--- config.mk ---
export PLATFORM = sky130hd
export DESIGN_NAME = flit_assembler_std
export DESIGN_NICKNAME = d
export VERILOG_FILES = /design/src/rtl/flit_assembler_std.sv
export SDC_FILE = /design/constraint.sdc
export NUM_CORES = 1
export LEC_CHECK = 0
export CAP_MARGIN = 40
export CORE_ASPECT_RATIO = 1.4
export CORE_MARGIN = 3
export CORE_UTILIZATION = 49
export DETAILED_ROUTE_END_ITERATION = 8
export PLACE_DENSITY = 0.74
export SLEW_MARGIN = 10
export SYNTH_ARGS = -nofsm -noshare
export SYNTH_HDL_FRONTEND = slang
export SYNTH_SLANG_ARGS = --single-unit
export TNS_END_PERCENT = 1
--- constraint.sdc ---
create_clock -name clk -period 6.1 [get_ports clk]
set_clock_uncertainty 0.15 [all_clocks]
set_input_delay 1.83 -clock clk [delete_from_list [all_inputs] [get_ports clk]]
set_output_delay 1.83 -clock clk [all_outputs]
set_load 0.02 [all_outputs]
--- src/rtl/flit_assembler_std.sv ---
// Collects the flits of one NoC packet into a single wide word for the depacketizer.
// Malformed flit sequences are discarded and flagged with a one-cycle err_drop pulse.
module flit_assembler_std #(
  parameter int WIDTH_FLIT       = 36,
  parameter int NUM_FLITS        = 4,
  parameter int VC_ADDRESS_WIDTH = 1,
  parameter int WIDTH_PKT        = WIDTH_FLIT * NUM_FLITS
) (
  input  logic                        clk,
  input  logic                        rst,
  input  logic [WIDTH_FLIT-1:0]       flit_in,
  input  logic                        valid_in,
  output logic                        ready_out,
  output logic [WIDTH_PKT-1:0]        data_out,
  output logic                        valid_out,
  input  logic                        ready_in,
  output logic                        err_drop,
  output logic [1:0]                  dbg_state,
  output logic [VC_ADDRESS_WIDTH-1:0] dbg_vc
);

  localparam int CNT_W = $clog2(NUM_FLITS + 1);
  localparam logic [CNT_W-1:0] LAST_SLOT = CNT_W'(NUM_FLITS - 1);

  typedef enum logic [1:0] {
    IDLE     = 2'd0,
    ASSEMBLE = 2'd1,
    DROP     = 2'd2
  } state_t;

  state_t                      r_state;
  state_t                      w_nstate;
  logic [CNT_W-1:0]            r_cnt;
  logic [CNT_W-1:0]            w_ncnt;
  logic [WIDTH_PKT-1:0]        r_buf;
  logic [WIDTH_PKT-1:0]        w_nbuf;
  logic [WIDTH_PKT-1:0]        w_head_buf;
  logic                        r_complete;
  logic [WIDTH_PKT-1:0]        r_data_out;
  logic                        r_valid_out;
  logic                        r_err;
  logic [VC_ADDRESS_WIDTH-1:0] r_vc;
  logic                        w_accept;
  logic                        w_out_free;
  logic                        w_head;
  logic                        w_tail;
  logic                        w_done;
  logic                        w_err;

  // Both sides use valid/ready: a word moves on the edge where valid && ready
  // are both high; a sender holds its data stable until that edge.
  assign w_accept   = valid_in && !r_complete;
  assign w_out_free = !r_valid_out || ready_in;
  assign w_head     = flit_in[WIDTH_FLIT-1];
  assign w_tail     = flit_in[WIDTH_FLIT-2];

  assign ready_out  = !r_complete;
  assign data_out   = r_data_out;
  assign valid_out  = r_valid_out;
  assign err_drop   = r_err;
  assign dbg_state  = r_state;
  assign dbg_vc     = r_vc;

  always_comb begin
    w_head_buf = '0;
    w_head_buf[WIDTH_PKT-1 -: WIDTH_FLIT] = flit_in;
  end

  always_comb begin
    w_nstate = r_state;
    w_ncnt   = r_cnt;
    w_nbuf   = r_buf;
    w_done   = 1'b0;
    w_err    = 1'b0;
    if (w_accept) begin
      case (r_state)
        IDLE: begin
          if (!w_head) begin
            w_err = 1'b1;
          end else if (w_tail) begin
            w_nbuf = w_head_buf;
            w_done = 1'b1;
          end else if (NUM_FLITS == 1) begin
            w_err = 1'b1;
          end else begin
            w_nbuf   = w_head_buf;
            w_ncnt   = CNT_W'(1);
            w_nstate = ASSEMBLE;
          end
        end
        ASSEMBLE: begin
          if (w_head) begin
            // A new head abandons the partial packet and restarts in slot 0.
            w_err  = 1'b1;
            w_nbuf = w_head_buf;
            if (w_tail) begin
              w_done   = 1'b1;
              w_ncnt   = '0;
              w_nstate = IDLE;
            end else begin
              w_ncnt   = CNT_W'(1);
              w_nstate = ASSEMBLE;
            end
          end else begin
            for (int k = 0; k < NUM_FLITS; k++) begin
              if (CNT_W'(k) == r_cnt)
                w_nbuf[WIDTH_PKT-1-k*WIDTH_FLIT -: WIDTH_FLIT] = flit_in;
            end
            if (w_tail) begin
              w_done   = 1'b1;
              w_ncnt   = '0;
              w_nstate = IDLE;
            end else if (r_cnt == LAST_SLOT) begin
              w_err    = 1'b1;
              w_ncnt   = '0;
              w_nstate = DROP;
            end else begin
              w_ncnt = r_cnt + CNT_W'(1);
            end
          end
        end
        DROP: begin
          if (w_tail) begin
            w_nstate = IDLE;
          end else if (w_head) begin
            w_nbuf   = w_head_buf;
            w_ncnt   = CNT_W'(1);
            w_nstate = ASSEMBLE;
          end
        end
        default: begin
          w_ncnt   = '0;
          w_nstate = IDLE;
        end
      endcase
    end
  end

  always_ff @(posedge clk or negedge rst) begin
    if (!rst) begin
      r_state <= IDLE;
      r_cnt   <= '0;
      r_buf   <= '0;
      r_err   <= 1'b0;
      r_vc    <= '0;
    end else begin
      r_state <= w_nstate;
      r_cnt   <= w_ncnt;
      r_buf   <= w_nbuf;
      r_err   <= w_err;
      if (w_accept && w_head)
        r_vc <= flit_in[WIDTH_FLIT-3 -: VC_ADDRESS_WIDTH];
    end
  end

  // A finished packet goes straight to the output when it is free; otherwise
  // it waits in r_buf with input stalled until the output drains.
  always_ff @(posedge clk or negedge rst) begin
    if (!rst) begin
      r_complete  <= 1'b0;
      r_data_out  <= '0;
      r_valid_out <= 1'b0;
    end else if (w_done) begin
      if (w_out_free) begin
        r_data_out  <= w_nbuf;
        r_valid_out <= 1'b1;
      end else begin
        r_complete  <= 1'b1;
      end
    end else if (r_complete && w_out_free) begin
      r_data_out  <= r_buf;
      r_valid_out <= 1'b1;
      r_complete  <= 1'b0;
    end else if (r_valid_out && ready_in) begin
      r_valid_out <= 1'b0;
    end
  end

endmodule

# Word-level counts from Yosys, hierarchy flattened
# Cells that the tools add are included.
# op_classes
n_reduce_logical	16
eq_ne	14
addsub	1
n_bitwise	0
div_mod_pow	0
n_lt_le_gt_ge	0
mul	0
shifts	0
n_mux	49
# op_table
op	n
$mux 144	8
$pmux 144 s3	1
$mux 36	4
$mux 143	1
$mux 3	7
$mux 1	17
$mux 2	7
$ne 2x2->1 const B	6
$reduce_and 5->1	2
$pmux 3 s3	1
$eq 2x3->1 const A	2
$pmux 2 s3	1
$reduce_and 2->1	3
$logic_and 1x1->1	4
$ne 4x4->1 const B	1
$pmux 1 s2	2
$add 3x1->3 const B	1
$eq 1x3->1 const A	1
$eq 3x2->1 const B	1
$logic_not 3->1	1
$ne 3x3->1 const B	1
$reduce_bool 3->1	1
$eq 2x1->1 const B	1
$eq 2x2->1 const B	1
4 further kinds	5
# totals
rom_bits	0
in_bits	40
ram_bits	0
mem_count	0
register_bits	297
elab_cells	88
latch_bits	0

# Depth between registers and ports, before layout
# logic_depth
word_depth	7
depth_mapped	8

# Least setup slack after synthesis
# No wires, ideal clock.
# synth_path
path_type	input port to flip-flop
from	input flit_in[35]
to	register r_data_out[82] (netlist: data_out[82])
setup_ps	126
arrival_time_ps	3181
setup_slack_ps	2643
t_required_ps	5824
cell_stages	8
path_cell_list	or2_2 > buf_2 > a41o_1 > buf_2 > buf_2 > clkbuf_1 > a21oi_1 > a21oi_1
# synth_via
elab_chain_cells	6
elab_cells_between_ends	14
# synth_rtl
item	line_no	source
start: declaration	11	input logic [WIDTH_FLIT-1:0] flit_in,
$mux 144	125	end else if (w_head) begin
$mux 144	123	if (w_tail) begin
$pmux 144 s3	76	case (r_state)
$mux 144	75	if (w_accept) begin
$mux 144	164	if (w_out_free) begin
$mux 144	163	end else if (w_done) begin
end signal: assignment	165	r_data_out <= w_nbuf;
end signal: assignment	171	r_data_out <= r_buf;
end: declaration	39	logic [WIDTH_PKT-1:0] r_data_out;
# Several ways; a longest one is shown, not always the timed one. The select of a mux whose other input is x is not followed.
# A chain may end at the register's enable or synchronous reset.

# Worst setup path in the final report
# layout_path
from	input flit_in[35]
to	register r_data_out[15] (netlist: data_out[15])
# The elaborated chain is that of the path after synthesis.

==> flow_summary.json <==
{
  "tns_ns": 0,
  "holdBufCountCts": 0,
  "grt_max_degree": 146,
  "cp_max_fo": 13,
  "via_count": 10356,
  "finalSetupViolCount": 0,
  "yosys.cell_count.top_type": "dfrtp_1",
  "worst_pin_slew_ns": 0.973,
  "async_flop_share": 1.00,
  "path_class": "input pin to flop",
  "cp_num_buf_inv": 2,
  "numCtsBuffers": 27,
  "synth_top_family_by_area": "compound AO/OA/AOI/OAI gates",
  "die_y_um": 197,
  "core_region_area_um2": 25500,
  "gp_congestion": 0.869,
  "top_usage_layer": "met2",
  "power.density_nw_per_um2": 432,
  "place_hpwl_um": 23400,
  "row_count": 69,
  "synth_edf_count": 0,
  "reg2regPathDepth": 5,
  "synth_area_um2": 12700,
  "holdCritStartpoint": "r_buf[139]",
  "postCtsSetupRepairBufs": 0,
  "synth_mux_area_frac": 0.0274,
  "met3_usage": 0.0301,
  "vias_per_cell": 6.46,
  "max_stage_delay_ns": 0.89,
  "grt_overflow": 0,
  "crit_arrival_ns": 4.85,
  "synth_ff_type": "dfrtp_1",
  "critical_path.top_delay_family": "compound AO/OA/AOI/OAI gates",
  "fmax_mhz": 220,
  "ios": 190,
  "synth-seq-area-share": 0.584,
  "synth_xor_area_frac": 0,
  "yosys_warnings": 0,
  "layout.cells.non_filler": 1603,
  "leakagePower_nw": 6.51,
  "grtUsageTotal": 0.272,
  "cts_buffer_depth": 3,
  "cts-htree-levels": 1,
  "nets": 1309,
  "synth_seq_cells": 297,
  "synthTopCellsByArea": "dfrtp_1, a21oi_1, a22o_1",
  "fill_cells": 2044,
  "synth-simple-area-share": 0.0568,
  "die_w_um": 142,
  "drv_slew": 0,
  "hold_viol": 0,
  "clk_pin_slew_ns": 0.07,
  "antenna_found_initial": 0,
  "use_met2": 0.454,
  "r2r-start": "dbg_state[0]",
  "io_buffers": 189,
  "grt_first_pass_wirelength_um": 61000,
  "hp-class": "flop to flop",
  "cts_tree": "done",
  "critical_path_depth": 6,
  "dieArea_um2": 27900,
  "required_ns": 6.41,
  "placed_cells": 1555,
  "avgRoutedWirePerCell_um": 23.8,
  "yosysUniqueCellTypes": 54,
  "synth_top_area_frac": 0.584,
  "antenna_cells": 0,
  "slew-limit-headroom": 0.349,
  "status": "finished clean",
  "finalCriticalPeriod_ns": 4.55,
  "multi_input_area_um2": 4710,
  "seqCellArea_um2": 7430,
  "layout-drive-gt1-share": 0.100,
  "areaGrowthSynthToFinish_pct": 23.2,
  "fin_crit_sh": 0.745,
  "synth_adder_area_share": 0.00394,
  "synthesis.nets": 1200,
  "synth_cells": 1156,
  "use_met1": 0.371,
  "path_cells": "clkdlybuf4s50_1 -> or4b_1 -> a2111oi_4 -> buf_4 -> a22oi_1 -> a21oi_1",
  "rsz0062_at_grt": "no",
  "peakVddDrop_v": 0.000284,
  "clock_latency_ns": 0.54,
  "yosysTopAreaCell": "dfrtp_1",
  "firstDrtPassIters": 6,
  "synthTopCellsByCount": "dfrtp_1, a21oi_1, a22oi_1, a22o_1, nand2_1",
  "synth_compound_area_frac": 0.276,
  "avgSynthCellArea_um2": 11.0,
  "drv_cap": 0,
  "grt_pass1_vias": 10443,
  "cp_slowest_cell": "or4b_1",
  "drt_iter0_drc": 1171,
  "ctsRootBufferMaster": "clkbuf_16",
  "holdPathStages": 1,
  "crit_start": "flit_in[35]",
  "cp-start-kind": "input pin",
  "cts_resized": 0,
  "drc_errors": 0,
  "cts_num_sinks": 297,
  "start_util": 0.499,
  "ant_nets": 0,
  "finalWirelength_um": 38200,
  "critPathCaptureType": "flop"
}
## through the flow
step / setup WS, ns / utilization / instance area [µm²] / power (W) / hold WS [ns]
floorplan: 2.64 / - / 12700 / 0.00394 / 0.300
global placement: 1.14 / 0.577 / 14700 / 0.00505 / 0.316
detailed placement: 1.05 / 0.580 / 14800 / 0.00511 / 0.321
CTS: 1.60 / 0.615 / 15700 / 0.00680 / 0.340
global route: 1.40 / 0.615 / 15700 / 0.00709 / 0.360
finish: 1.55 / 0.615 / 15700 / 0.00677 / 0.341
## logic make-up after synthesis
family                     Yosys count
DFF                                297
AOI/OAI and AO/OA                  538
muxes                               31
adders and majority gates            4
buffers and inverters              149
and+or+nand+nor                    137
## registers in the layout (all words and copies together), names as in the netlist
signal and cells:
r_buf 144, err_drop 1, r_cnt 3, r_complete 1
dbg_vc 1, dbg_state 2, data_out 144, valid_out 1
## layer usage
| metal | wire length, µm | up-vias | part of all wire |
|---|---|---|---|
| met5 | 0 | - | 0 |
| met4 | 1320 | 0 | 0.035 |
| met3 | 2090 | 87 | 0.055 |
| met2 | 19600 | 449 | 0.51 |
| met1 | 15300 | 5320 | 0.40 |
| li1 | - | 4500 | - |
## final timing paths
| check | end | slack [ns] |
|---|---|---|
| min in group asynchronous | data_out[120] | 1.18 |
| min reg2reg | r_buf[139] | 0.34 |
| max | data_out[15] | 1.55 |
| max reg2reg | data_out[15] | 2.84 |
| max in group asynchronous | data_out[95] | 3.37 |
| min | r_buf[139] | 0.34 |
## layout by cell type, fill, tap and decap left out, drive strengths merged, types with 5 or more instances in the layout
cell type / n
buf: 29
mux2: 30
clkinv: 8
o21ai: 18
inv: 13
nor2b: 5
a21oi: 254
nand2: 81
a31oi: 35
nand3: 6
nand2b: 6
dfrtp: 297
a22o: 95
clkbuf: 39
o211ai: 5
a32oi: 9
clkdlybuf4s50: 188
o2bb2ai: 11
a22oi: 97
nor2: 7
## area by class of cell
cell class / count / area share
Sequential cell: 297 / 0.474
Multi-Input combinational cell: 710 / 0.301
Timing Repair Buffer: 217 / 0.140
Clock buffer: 39 / 0.0530
Tap cell: 319 / 0.0255
Clock inverter: 9 / 0.00335
Inverter: 12 / 0.00288
## report_power, final
| part | internal (W) | switching [W] | total (W) | leakage [nW] |
|---|---|---|---|---|
| clock network | 0.000944 | 0.000748 | 0.00169 | 0.449 |
| logic | 0.00102 | 0.00125 | 0.00226 | 2.34 |
| registers | 0.00246 | 0.000353 | 0.00282 | 3.72 |
| total | 0.00442 | 0.00235 | 0.00677 | 6.51 |
Power figures use the tool's default switching activity.
